[config.mk]
export PLATFORM = sky130hd
export DESIGN_NAME = sn74hc595_trio_seg8_receiver
export DESIGN_NICKNAME = d
export VERILOG_FILES = /design/src/rtl/sn74hc595_trio_seg8_receiver.sv
export SDC_FILE = /design/constraint.sdc
export NUM_CORES = 1
export LEC_CHECK = 0
export CAP_MARGIN = 20
export CORE_MARGIN = 2
export CORE_UTILIZATION = 51
export CTS_CLUSTER_DIAMETER = 150
export DETAILED_ROUTE_END_ITERATION = 12
export PLACE_DENSITY = 0.76
export RECOVER_POWER = 25
export SYNTH_ARGS = -nofsm -noshare
export SYNTH_HDL_FRONTEND = slang
export SYNTH_SLANG_ARGS = --single-unit
export TNS_END_PERCENT = 5
[constraint.sdc]
create_clock -name clk -period 2.2 [get_ports clk]
set_clock_uncertainty 0.05 [all_clocks]
set_input_delay 0.33 -clock clk [delete_from_list [all_inputs] [get_ports clk]]
set_output_delay 0.33 -clock clk [all_outputs]
set_load 0.005 [all_outputs]
[src/rtl/sn74hc595_trio_seg8_receiver.sv]
// Receive side of the three-digit SN74HC595 display bus: oversamples clk_serial/data/load,
// rebuilds the 24-bit frame and decodes the common-anode codes back to BCD and point position.
module sn74hc595_trio_seg8_receiver #(
  parameter int SYNC_STAGES = 2
) (
  input  logic        clk,
  input  logic        rst_n,
  input  logic        clk_serial,
  input  logic        data,
  input  logic        load,
  output logic [23:0] frame,
  output logic [3:0]  num0,
  output logic [3:0]  num1,
  output logic [3:0]  num2,
  output logic [1:0]  point_pos,
  output logic        valid,
  output logic        code_err,
  output logic        frame_err
);

  logic [SYNC_STAGES-1:0] clk_sync_r;
  logic [SYNC_STAGES-1:0] data_sync_r;
  logic [SYNC_STAGES-1:0] load_sync_r;
  logic                   clk_dly_r;
  logic                   load_dly_r;

  logic [23:0] sr_r;
  logic [4:0]  cnt_r;

  logic        shift_s;
  logic        load_s;
  logic        good_s;
  logic [23:0] sr_next_s;
  logic [4:0]  cnt_next_s;
  logic [3:0]  dig0_s;
  logic [3:0]  dig1_s;
  logic [3:0]  dig2_s;
  logic [2:0]  lit_s;
  logic [1:0]  pos_s;
  logic        bad_code_s;

  // Segment bits are inverted first, so the table is in lit-segment (g..a) form.
  function automatic logic [3:0] seg_to_bcd(input logic [7:0] code);
    logic [6:0] seg;
    seg = ~code[6:0];
    case (seg)
      7'h3F:   return 4'd0;
      7'h06:   return 4'd1;
      7'h5B:   return 4'd2;
      7'h4F:   return 4'd3;
      7'h66:   return 4'd4;
      7'h6D:   return 4'd5;
      7'h7D:   return 4'd6;
      7'h07:   return 4'd7;
      7'h7F:   return 4'd8;
      7'h6F:   return 4'd9;
      default: return 4'hF;
    endcase
  endfunction

  function automatic logic [1:0] point_index(input logic [2:0] lit);
    if (lit[0]) begin
      return 2'd1;
    end else if (lit[1]) begin
      return 2'd2;
    end else if (lit[2]) begin
      return 2'd3;
    end else begin
      return 2'd0;
    end
  endfunction

  function automatic logic multi_lit(input logic [2:0] lit);
    return (lit & (lit - 3'd1)) != 3'd0;
  endfunction

  // Input synchronisers plus one delay flop for edge detection on clk_serial and load.
  always_ff @(posedge clk or negedge rst_n) begin
    if (!rst_n) begin
      clk_sync_r  <= '0;
      data_sync_r <= '0;
      load_sync_r <= '0;
      clk_dly_r   <= 1'b0;
      load_dly_r  <= 1'b0;
    end else begin
      clk_sync_r  <= {clk_sync_r[SYNC_STAGES-2:0], clk_serial};
      data_sync_r <= {data_sync_r[SYNC_STAGES-2:0], data};
      load_sync_r <= {load_sync_r[SYNC_STAGES-2:0], load};
      clk_dly_r   <= clk_sync_r[SYNC_STAGES-1];
      load_dly_r  <= load_sync_r[SYNC_STAGES-1];
    end
  end

  assign shift_s = clk_sync_r[SYNC_STAGES-1] & ~clk_dly_r;
  assign load_s  = load_sync_r[SYNC_STAGES-1] & ~load_dly_r;

  // A shift coinciding with a load is applied first, so the latch sees the post-shift frame.
  always_comb begin
    sr_next_s  = sr_r;
    cnt_next_s = cnt_r;
    if (shift_s) begin
      sr_next_s = {sr_r[22:0], data_sync_r[SYNC_STAGES-1]};
      if (cnt_r != 5'd31) begin
        cnt_next_s = cnt_r + 5'd1;
      end else begin
        cnt_next_s = cnt_r;
      end
    end else begin
      sr_next_s  = sr_r;
      cnt_next_s = cnt_r;
    end
  end

  always_comb begin
    dig0_s     = seg_to_bcd(sr_next_s[7:0]);
    dig1_s     = seg_to_bcd(sr_next_s[15:8]);
    dig2_s     = seg_to_bcd(sr_next_s[23:16]);
    lit_s      = {~sr_next_s[23], ~sr_next_s[15], ~sr_next_s[7]};
    pos_s      = point_index(lit_s);
    bad_code_s = (dig0_s == 4'hF) | (dig1_s == 4'hF) | (dig2_s == 4'hF) | multi_lit(lit_s);
    good_s     = load_s & (cnt_next_s == 5'd24);
  end

  // Shift register and bit counter; the count restarts on every load.
  always_ff @(posedge clk or negedge rst_n) begin
    if (!rst_n) begin
      sr_r  <= 24'h0;
      cnt_r <= 5'd0;
    end else begin
      sr_r  <= sr_next_s;
      cnt_r <= load_s ? 5'd0 : cnt_next_s;
    end
  end

  // Output latch: status updates on every load, decoded fields only on a 24-bit load.
  always_ff @(posedge clk or negedge rst_n) begin
    if (!rst_n) begin
      frame     <= 24'h0;
      num0      <= 4'h0;
      num1      <= 4'h0;
      num2      <= 4'h0;
      point_pos <= 2'd0;
      valid     <= 1'b0;
      code_err  <= 1'b0;
      frame_err <= 1'b0;
    end else begin
      valid <= load_s;
      if (load_s) begin
        frame_err <= ~good_s;
      end
      if (good_s) begin
        frame     <= sr_next_s;
        num0      <= dig0_s;
        num1      <= dig1_s;
        num2      <= dig2_s;
        point_pos <= pos_s;
        code_err  <= bad_code_s;
      end
    end
  end

endmodule

==> results of run 1 <==
-- through the flow --
stage                     total power, uW  cell area (um2)  util [%]  setup TNS (ns)
after floorplan                      2161             4018         -               0
after global placement               2478             4762     61.95               0
after detailed placement             2486             4762     61.95               0
after CTS                            3670             4986     64.86               0
after global routing                 3904             5045     65.63        -0.04657
final                                3715             5045     65.63               0
-- layer usage --
| metal | GRT usage, % | routed length [um] |
|---|---|---|
| met1 | 32.39 | 4311 |
| met4 | 7.966 | 139 |
| met3 | 3.743 | 515 |
| met2 | 36.92 | 4249 |
| met5 | 0 | 0 |
-- logic make-up (layout without fill, tap and decap cells) --
logic type / count (synthesis) / in the layout / synth area share, %
adders and majority gates: 2 / 2 / 0.5605
buffers and inverters: 52 / 118 / 6.103
muxes: 24 / 24 / 6.883
and+or+nand+nor: 173 / 173 / 21.46
AOI/OAI and AO/OA: 98 / 98 / 15.76
xor gates and xnor gates: 3 / 3 / 0.6541
DFF: 78 / 78 / 48.58
-- critical path: cells and delay by family (launching register included) --
family                 cells  cell delay, ns
buffers and inverters      1            0.25
flip-flops                 1            0.43
AND/OR/NAND/NOR            3            0.73
AO/OA/AOI/OAI              3            0.54
-- registers in the layout, indices dropped and copies added, names as in the netlist --
name         cells
clk_sync_r       2
frame_err        1
code_err         1
valid            1
load_sync_r      2
sr_r            24
cnt_r            5
point_pos        2
clk_dly_r        1
num2             4
num0             4
frame           24
data_sync_r      2
load_dly_r       1
num1             4
-- cell type report --
cell class              count  area (um2)
clock buffers              10       137.6
clock inverters             6       85.08
fillers                   626        2643
inverters                  17       63.81
multi-input cells         300        1879
flip-flops and latches     78        1952
well taps                 102       127.6
repair buffers             85       799.5
-- worst max-delay path by stage --
stage | from | end | slack, ns
3_5_place_dp | clk_dly_r | num0[0] | 0.04
6_report | clk_dly_r | code_err | 0.06
2_1_floorplan | cnt_r[0] | frame[14] | 0.03
5_1_grt | cnt_r[0] | code_err | -0.04
4_1_cts | clk_dly_r | num0[0] | 0.02
3_3_place_gp | clk_dly_r | num0[1] | 0.08
-- cell usage in the layout, fill, tap and decap left out, drive strengths merged, types with 4 or more instances in the layout --
| cell type | count |
|---|---|
| buf | 40 |
| a21oi | 17 |
| nand2 | 65 |
| nor4bb | 6 |
| nor3 | 6 |
| a21boi | 6 |
| nand2b | 8 |
| or3 | 4 |
| o21ai | 27 |
| nor2 | 41 |
| a211oi | 7 |
| and3 | 5 |
| mux2i | 10 |
| nand3b | 4 |
| a31oi | 18 |
| clkbuf | 11 |
| nand4 | 4 |
| nor2b | 5 |
| inv | 17 |
| dfrtp | 78 |
| nand3 | 11 |
| clkdlybuf4s50 | 41 |
| nor3b | 4 |
| mux2 | 14 |
-- timing repair --
action | in CTS | in global routing
endpoints found under the setup margin | 1 | 12
gates resized for setup | 1 | 13
pin swaps | 0 | 1
endpoints found under the hold margin | 0 | 0
-- power breakdown --
part	switching [uW]	leakage, uW	internal, uW
registers	153	0.00105	1520
logic	477	0.00116	376
clock network	527	0.000108	665
==> metrics.txt, run 1 <==
number of routed nets with antenna violations=0; cell with the most instances after synthesis=sky130_fd_sc_hd__dfrtp_1; total instance count after detailed placement=582; WL/cell=around 15 um; cts hold-fix bufs=0; first drt pass iteration count=5; unique cell type count in the Yosys netlist=55; dominant synthesized flop cell=sky130_fd_sc_hd__dfrtp_1; CP cell instances=and2b_2 -> and3_4 -> a32o_1 -> nand3_1 -> buf_12 -> a311oi_1 -> a31oi_1; total clock buffers created by CTS=9; Min-Delay Path Class=in2async; final critical delay including setup and external delays=2.139 ns; maximum fanout encountered on the critical timing path=28; area share of the leading cell type in the synthesized netlist=between 40% and 50%; commonest cells in the netlist=78 x sky130_fd_sc_hd__dfrtp_1, 65 x sky130_fd_sc_hd__nand2_1, 41 x sky130_fd_sc_hd__nor2_1; Placement Setup Slack=0.04250 ns; number of vias after detailed routing=3412; CTS Root Buffer Type=sky130_fd_sc_hd__clkbuf_8; Warnings, synthesis=0; number of nets in the synthesized netlist=436; largest cells by area after synthesis=sky130_fd_sc_hd__dfrtp_1 49%, sky130_fd_sc_hd__nand2_1 6.1%, sky130_fd_sc_hd__nor2_1 3.8%, sky130_fd_sc_hd__o21ai_0 3.2%, sky130_fd_sc_hd__a31oi_1 2.8%; critical register-to-register path endpoint=code_err; RSZ-0062 raised after global routing=true; final hold viol count=0; Residual DRC=0; Starting DRT DRC Count=280; cell area after synthesis=4018 um2; number of synthesized flops with an enable pin=0; critical path type=reg2reg; vias in the first global route=3295; critical path's slowest cell=sky130_fd_sc_hd__dfrtp_1; Clk pin slew, worst setup/hold paths=0.08 ns; CTS max path bufs=2; Worst VDD drop=0.0004336 V; synthesized flop and latch total=78; total global-route track usage=23.17%; async set-or-reset flop fraction in the synthesized netlist=100.0%; data required time at the worst endpoint=2.36 ns; number of setup buffers added after CTS=0; die area=8603 um2; Period Utilization, post-route=97.23%; post-route insts no fill=598; GPL Wtd Cong=0.8960; largest net degree at the start of global routing=60; headroom to the max-slew limit=3.185%; number of H-tree levels=3; Total Wirelength=9215 um; highest attainable clock frequency=roughly 470 MHz; Clk Latency, worst-skew pair=~0.36 ns; area inside the core boundary=7687 um2; stage delay of the slowest cell on the critical path=0.43 ns; Register-to-Register Path Depth=7; clock net sink count=78; Data arrival, critical path=2.30 ns; dpl hpwl=6612 um; ratio of cells with drive above 1 in the final layout=approximately 17%; IO Count=46; actual transition at the worst max-transition pin=1.452 ns; number of input and output port buffers inserted=45; proportion of synthesized chip area in sequential cells=between 40% and 50%; initial antenna violation count=0; initial core utilization=52.26%; area added between synthesis and finish=25.57%; final setup violation count=0; Remaining Overflow, GRT=0; setup slack on the worst flop-to-flop path=just over 0.06 ns; run status=completed; RR Startpoint=clk_dly_r; critical path capture point type=flip-flop; power per standard cell area=736.4 nW/um2; least setup slack across all paths after layout=0.06092 ns; cell taking the most area after synthesis=sky130_fd_sc_hd__dfrtp_1; number of max-cap violations=0; floorplan die height=just over 90 um; wire length of the first global-routing pass=15780 um; Worst setup SP type=flip-flop; Net count, final=497; DIE WIDTH=92.76 um; Core Rows=32; Worst Hold Margin=0.2739 ns; number of antenna cells inserted=0; Avg Cell Area, Syn=9.343 um2; static power due to leakage=0.002321 uW; CTS tree=done; post-detailed-route via-to-cell ratio=5.706; max-slew violation count=0; cells after synthesis=430
No activity file was read; power rests on OpenSTA's default activity.
==> inputs of run 2 (changes only) <==
--- a/config.mk
+++ b/config.mk
@@ -6,7 +6,7 @@
 export NUM_CORES = 1
 export LEC_CHECK = 0
 export CAP_MARGIN = 20
-export CORE_MARGIN = 2
+export CORE_MARGIN = 10
 export CORE_UTILIZATION = 51
 export CTS_CLUSTER_DIAMETER = 150
 export DETAILED_ROUTE_END_ITERATION = 12
==> run 2 against run 1 <==
Compared with the run above:
- hold slack gained 0.043 ns
- sequential power is essentially flat
- via count shrank 0.94%
- non-clock buffer count grew 10
- register-to-register slack is essentially flat
- wire length grew 11%
- critical path type unchanged
==> metrics.txt, run 2 (synthesized netlist as in run 1, its figures left out) <==
part of the total power dissipated in the clock network=34.8% (was 32.1%); Clk pin slew, worst setup/hold paths=0.09 ns (was 0.08 ns); critical path's slowest cell=sky130_fd_sc_hd__dfrtp_2 (was sky130_fd_sc_hd__dfrtp_1); stage delay of the slowest cell on the critical path=0.44 ns (was 0.43 ns); Filler cells=629 (was 626); data required time at the worst endpoint=2.39 ns (was 2.36 ns); number of H-tree levels=3 (unchanged); maximum fanout encountered on the critical timing path=17 (was 28); vias in the first global route=3260 (was 3295); first drt pass iteration count=4 (was 5); number of routed nets with antenna violations=0 (unchanged); number of antenna cells inserted=0 (unchanged); post-detailed-route via-to-cell ratio=5.559 (was 5.706); area added between synthesis and finish=29.09% (was 25.57%); Post-Route Setup TNS=0 ns (unchanged); Data arrival, critical path=2.34 ns (was 2.30 ns); final critical delay including setup and external delays=2.143 ns (was 2.139 ns); Min-Delay Path Class=reg2reg (was in2async); Residual DRC=0 (unchanged); area inside the core boundary=7687 um2 (unchanged); Net count, final=507 (was 497); RSZ-0062 raised after global routing=true (unchanged); clock net sink count=78 (unchanged); static power due to leakage=0.002392 uW (was 0.002321 uW); number of max-cap violations=0 (unchanged); Remaining Overflow, GRT=0 (unchanged); CTS Root Buffer Type=sky130_fd_sc_hd__clkbuf_8 (unchanged); switching portion of total power=31.16% (was 31.14%); setup slack on the worst flop-to-flop path=0.06 ns (about the same); headroom to the max-slew limit=26.23% (was 3.185%); CTS tree=done (unchanged); Core Rows=32 (unchanged); run status=completed (unchanged); actual transition at the worst max-transition pin=1.107 ns (was 1.452 ns); IO Count=46 (unchanged); Starting DRT DRC Count=134 (was 280); floorplan die height=108.8 um (was 92.76 um); largest net degree at the start of global routing=62 (was 60); Worst VDD drop=0.0004796 V (was 0.0004336 V); number of input and output port buffers inserted=45 (unchanged); initial core utilization=52.26% (unchanged); most frequent standard cell in the layout excluding fill and tap cells=sky130_fd_sc_hd__dfrtp_1 (unchanged); ratio of cells with drive above 1 in the final layout=19.37% (was 17.34%); GPL Wtd Cong=0.8673 (was 0.8960); Critical Path Most Common Cell=sky130_fd_sc_hd__and3_4; Clk Latency, worst-skew pair=0.36 ns (about the same); Tot Pwr=3883 uW (was 3715 uW); Worst setup SP type=flip-flop (unchanged); switching component of the power=1210 uW (was 1157 uW); DIE WIDTH=108.8 um (was 92.76 um); wire length of the first global-routing pass=16640 um (was 15780 um); commonest non-fill, non-tap cells in the layout=76 x sky130_fd_sc_hd__dfrtp_1, 65 x sky130_fd_sc_hd__nand2_1, 41 x sky130_fd_sc_hd__nor2_1, 41 x sky130_fd_sc_hd__clkdlybuf4s50_1, 40 x sky130_fd_sc_hd__buf_4 (was 78 x sky130_fd_sc_hd__dfrtp_1, 65 x sky130_fd_sc_hd__nand2_1, 41 x sky130_fd_sc_hd__nor2_1, 41 x sky130_fd_sc_hd__clkdlybuf4s50_1, 35 x sky130_fd_sc_hd__buf_4); total instance count after detailed placement=587 (was 582); WL/cell=16.79 um (was 15.41 um); part of the power in combinational logic=21.8% (was 23.0%); Period Utilization, post-route=97.42% (was 97.23%); internal power=2673 uW (was 2558 uW); post-route insts no fill=608 (was 598); Worst Hold Margin=0.3172 ns (was 0.2739 ns); final setup violation count=0 (unchanged); critical path capture point type=flip-flop (unchanged); CP cell instances=and2b_2 -> buf_6 -> and3_4 -> a32o_2 -> and3_4 -> buf_12 -> mux2_2 (was and2b_2 -> and3_4 -> a32o_1 -> nand3_1 -> buf_12 -> a311oi_1 -> a31oi_1); highest attainable clock frequency=466.6 MHz (was 467.5 MHz); registers with the most flip-flops=frame x24, sr_r x24, cnt_r x5 (unchanged); Total Wirelength=10210 um (was 9215 um); Worst path top cell family by delay=simple AND/OR/NAND/NOR gates (unchanged); Reg power frac=43.4% (was 44.9%); die area=11830 um2 (was 8603 um2); dpl hpwl=7494 um (was 6612 um); power per standard cell area=748.7 nW/um2 (was 736.4 nW/um2); total clock buffers created by CTS=9 (unchanged); max-slew violation count=0 (unchanged); final hold viol count=0 (unchanged); worst path bufs/invs=2 (was 1); CTS max path bufs=2 (unchanged); critical path type=reg2reg (unchanged); total global-route track usage=17.63% (was 23.17%); number of vias after detailed routing=3380 (was 3412); initial antenna violation count=0 (unchanged)
run 2: path summary, 6_finish.rpt:
kind,from,endpoint,cells past startpoint
setup reg to reg,clk_dly_r,frame[13],7
hold reg to reg,data_sync_r[0],data_sync_r[1],0
setup / recovery,clk_dly_r,frame[13],7
max in group asynchronous,rst_n,frame[17],3
hold / removal,data_sync_r[0],data_sync_r[1],0
min in group asynchronous,rst_n,load_sync_r[0],2
run 2: power groups by stage:
stage                     clock network [uW]  logic (uW)  registers [uW]
final                                   1350         846            1690
after global placement                     0         776            1710
after floorplan                            0         555            1610
after global routing                    1440         939            1700
after CTS                               1380         823            1680
after detailed placement                   0         775            1710
run 2: layout make-up:
type / count / area [um2] / share of cell area (%)
sequential: 78 / 1954 / 37.68
multi-input combinational: 300 / 1879 / 36.24
timing repair buffer: 95 / 908.4 / 17.52
clock inverter: 7 / 128.9 / 2.485
tap: 102 / 127.6 / 2.461
clock buffer: 9 / 123.9 / 2.388
inverter: 17 / 63.81 / 1.230
run 2: repair_timing:
item | CTS | global route
hold endpoints to repair | 17 | 0
endpoints found under the setup margin | 11 | 33
hold buffers | 1 | 0
buffers inserted | 4 | 0
resized for setup | 5 | 13
pin swaps | 2 | 2
run 2: metal layers:
layer | routed length [um] | vias up | GRT usage [%]
li1 | - | 1661 | -
met1 | 4694 | 1644 | 23.30
met2 | 4901 | 64 | 28.06
met3 | 488 | 11 | 4.189
met4 | 123 | 0 | 5.461
met5 | 0 | - | 0
run 2: through the flow:
step                      worst slack [ns]  utilization [%]  cell area [um2]
after floorplan                    0.02852                -             4018
after global placement             -0.1452            62.43             4800
after detailed placement           -0.2113            62.43             4800
after CTS                          0.01479            66.83             5137
after global routing              -0.01879            67.46             5186
final                              0.05672            67.46             5186
==> inputs of run 3 (changes only) <==
--- a/config.mk
+++ b/config.mk
@@ -7,10 +7,10 @@
 export LEC_CHECK = 0
 export CAP_MARGIN = 20
 export CORE_MARGIN = 10
-export CORE_UTILIZATION = 51
+export CORE_UTILIZATION = 56
 export CTS_CLUSTER_DIAMETER = 150
 export DETAILED_ROUTE_END_ITERATION = 12
-export PLACE_DENSITY = 0.76
+export PLACE_DENSITY = 0.8
 export RECOVER_POWER = 25
 export SYNTH_ARGS = -nofsm -noshare
 export SYNTH_HDL_FRONTEND = slang
==> constraint.sdc (replaced) <==
create_clock -name clk -period 2.3 [get_ports clk]
set_clock_uncertainty 0.05 [all_clocks]
set_input_delay 0.345 -clock clk [delete_from_list [all_inputs] [get_ports clk]]
set_output_delay 0.345 -clock clk [all_outputs]
set_load 0.005 [all_outputs]
==> run 3 against run 2 <==
Compared with the run above:
- die area is 7.3% lower
- final cell count is 3.8% lower
- total power is 13% lower
- non-clock buffer count is 17 lower
- hold slack worse by 0.012 ns
- maximum frequency is 3.3% lower
- sequential power is 5% lower
- critical path type unchanged
- critical endpoint is now frame[21]
==> metrics.txt, run 3 (synthesized netlist as in run 1, its figures left out) <==
highest attainable clock frequency=451.0 MHz (was 466.6 MHz); clock net sink count=78 (unchanged); Worst Hold Margin=0.3048 ns (was 0.3172 ns); final setup violation count=0 (unchanged); first drt pass iteration count=5 (was 4); worst path bufs/invs=1 (was 2); critical path type=reg2reg (unchanged); area inside the core boundary=6869 um2 (was 7687 um2); run status=completed (unchanged); RSZ-0062 raised after global routing=true (unchanged); CTS tree=done (unchanged); Worst setup SP type=flip-flop (unchanged); Reg power frac=47.4% (was 43.4%); CP cell instances=ha_1 -> nand3_1 -> o21ai_2 -> mux2_4 -> and3_1 -> buf_4 -> mux2_4 (was and2b_2 -> buf_6 -> and3_4 -> a32o_2 -> and3_4 -> buf_12 -> mux2_2); number of setup buffers added after CTS=0 (was 4); Tot Pwr=3371 uW (was 3883 uW); total clock buffers created by CTS=9 (unchanged); WL/cell=17.12 um (was 16.79 um); IO Count=46 (unchanged); initial antenna violation count=0 (unchanged); final hold viol count=0 (unchanged); GPL Wtd Cong=0.9048 (was 0.8673); registers with the most flip-flops=frame x24, sr_r x24, cnt_r x5 (unchanged); part of the power in combinational logic=22.7% (was 21.8%); area added between synthesis and finish=21.43% (was 29.09%); Net count, final=490 (was 507); Clk pin slew, worst setup/hold paths=0.09 ns (about the same); Data arrival, critical path=2.42 ns (was 2.34 ns); Period Utilization, post-route=96.41% (was 97.42%); DIE WIDTH=104.7 um (was 108.8 um); floorplan die height=104.7 um (was 108.8 um); CTS max path bufs=2 (unchanged); wire length of the first global-routing pass=16820 um (was 16640 um); number of routed nets with antenna violations=0 (unchanged); Clk Latency, worst-skew pair=0.38 ns (was 0.36 ns); internal power=2193 uW (was 2673 uW); most frequent standard cell in the layout excluding fill and tap cells=sky130_fd_sc_hd__dfrtp_1 (unchanged); number of vias after detailed routing=3398 (was 3380); Core Rows=30 (was 32); Total Wirelength=10010 um (was 10210 um); total global-route track usage=18.43% (was 17.63%); ratio of cells with drive above 1 in the final layout=14.31% (was 19.37%); commonest non-fill, non-tap cells in the layout=78 x sky130_fd_sc_hd__dfrtp_1, 65 x sky130_fd_sc_hd__nand2_1, 41 x sky130_fd_sc_hd__nor2_1, 41 x sky130_fd_sc_hd__clkdlybuf4s50_1, 29 x sky130_fd_sc_hd__buf_4 (was 76 x sky130_fd_sc_hd__dfrtp_1, 65 x sky130_fd_sc_hd__nand2_1, 41 x sky130_fd_sc_hd__nor2_1, 41 x sky130_fd_sc_hd__clkdlybuf4s50_1, 40 x sky130_fd_sc_hd__buf_4); Starting DRT DRC Count=252 (was 134); post-detailed-route via-to-cell ratio=5.809 (was 5.559); initial core utilization=58.49% (was 52.26%); static power due to leakage=0.002267 uW (was 0.002392 uW); number of input and output port buffers inserted=45 (unchanged); part of the total power dissipated in the clock network=29.9% (was 34.8%); Critical Path Most Common Cell=sky130_fd_sc_hd__mux2_4 (was sky130_fd_sc_hd__and3_4); critical path capture point type=flip-flop (unchanged); Min-Delay Path Class=reg2reg (unchanged); max-slew violation count=0 (unchanged); critical path's slowest cell=sky130_fd_sc_hd__dfrtp_1 (was sky130_fd_sc_hd__dfrtp_2); switching portion of total power=34.95% (was 31.16%); Remaining Overflow, GRT=0 (unchanged); stage delay of the slowest cell on the critical path=0.37 ns (was 0.44 ns); power per standard cell area=690.9 nW/um2 (was 748.7 nW/um2); number of max-cap violations=0 (unchanged); dpl hpwl=7362 um (was 7494 um); setup slack on the worst flop-to-flop path=0.08 ns (was 0.06 ns); largest net degree at the start of global routing=42 (was 62); number of H-tree levels=3 (unchanged); Worst path top cell family by delay=multiplexers (was simple AND/OR/NAND/NOR gates); die area=10960 um2 (was 11830 um2); vias in the first global route=3263 (was 3260); Worst VDD drop=0.0004296 V (was 0.0004796 V); final critical delay including setup and external delays=2.217 ns (was 2.143 ns); CTS Root Buffer Type=sky130_fd_sc_hd__clkbuf_8 (unchanged); maximum fanout encountered on the critical timing path=10 (was 17); number of antenna cells inserted=0 (unchanged); Residual DRC=0 (unchanged); data required time at the worst endpoint=2.50 ns (was 2.39 ns); switching component of the power=1178 uW (was 1210 uW); actual transition at the worst max-transition pin=1.018 ns (was 1.107 ns); headroom to the max-slew limit=32.11% (was 26.23%)
[run 3: timing repair]
item,in CTS,in global routing
gates resized for setup,0,4
endpoints found under the setup margin,0,8
endpoints found under the hold margin,40,0
hold buffers,1,0
[run 3: routing by layer]
| layer | track usage (%) | up-vias | routed length, um |
|---|---|---|---|
| met1 | 24.34 | 1631 | 4599 |
| met2 | 27.62 | 122 | 4507 |
| li1 | - | 1626 | - |
| met3 | 6.450 | 19 | 739 |
| met4 | 6.078 | 0 | 166 |
| met5 | 0 | - | 0 |
[run 3: cell type report]
| cell class | instances | area [um2] |
|---|---|---|
| fill | 552 | 1991 |
| sequential | 78 | 1952 |
| multi-input combinational | 300 | 1832 |
| timing repair buffer | 78 | 724.4 |
| clock buffer | 9 | 123.9 |
| tap | 96 | 120.1 |
| inverter | 17 | 63.81 |
| clock inverter | 7 | 62.56 |
[run 3: stage by stage]
step / cell area (um2) / TNS [ns] / util [%] / setup WS [ns] / instances
3_5_place_dp: 4669 / 0 / 67.98 / 0.09547 / 568
5_1_grt: 4878 / -0.1455 / 71.02 / -0.1262 / 585
6_report: 4878 / 0 / 71.02 / 0.08259 / 585
2_1_floorplan: 4018 / 0 / - / 0.1285 / 430
3_3_place_gp: 4669 / 0 / 67.98 / 0.1006 / 568
4_1_cts: 4866 / 0 / 70.84 / 0.06916 / 585
[run 3: final timing paths]
path,start,cells past startpoint,end
setup / recovery,cnt_r[0],7,frame[21]
hold / removal,data_sync_r[0],0,data_sync_r[1]
setup reg to reg,cnt_r[0],7,frame[21]
hold reg to reg,data_sync_r[0],0,data_sync_r[1]
max in group asynchronous,rst_n,3,clk_dly_r
min in group asynchronous,rst_n,2,num0[3]
[run 3: power by group through the flow]
stage	combinational, uW	clock, uW	sequential (uW)
floorplan	531	0	1540
global placement	732	0	1620
detailed placement	736	0	1620
CTS	746	1030	1590
global route	846	1100	1610
finish	765	1010	1600
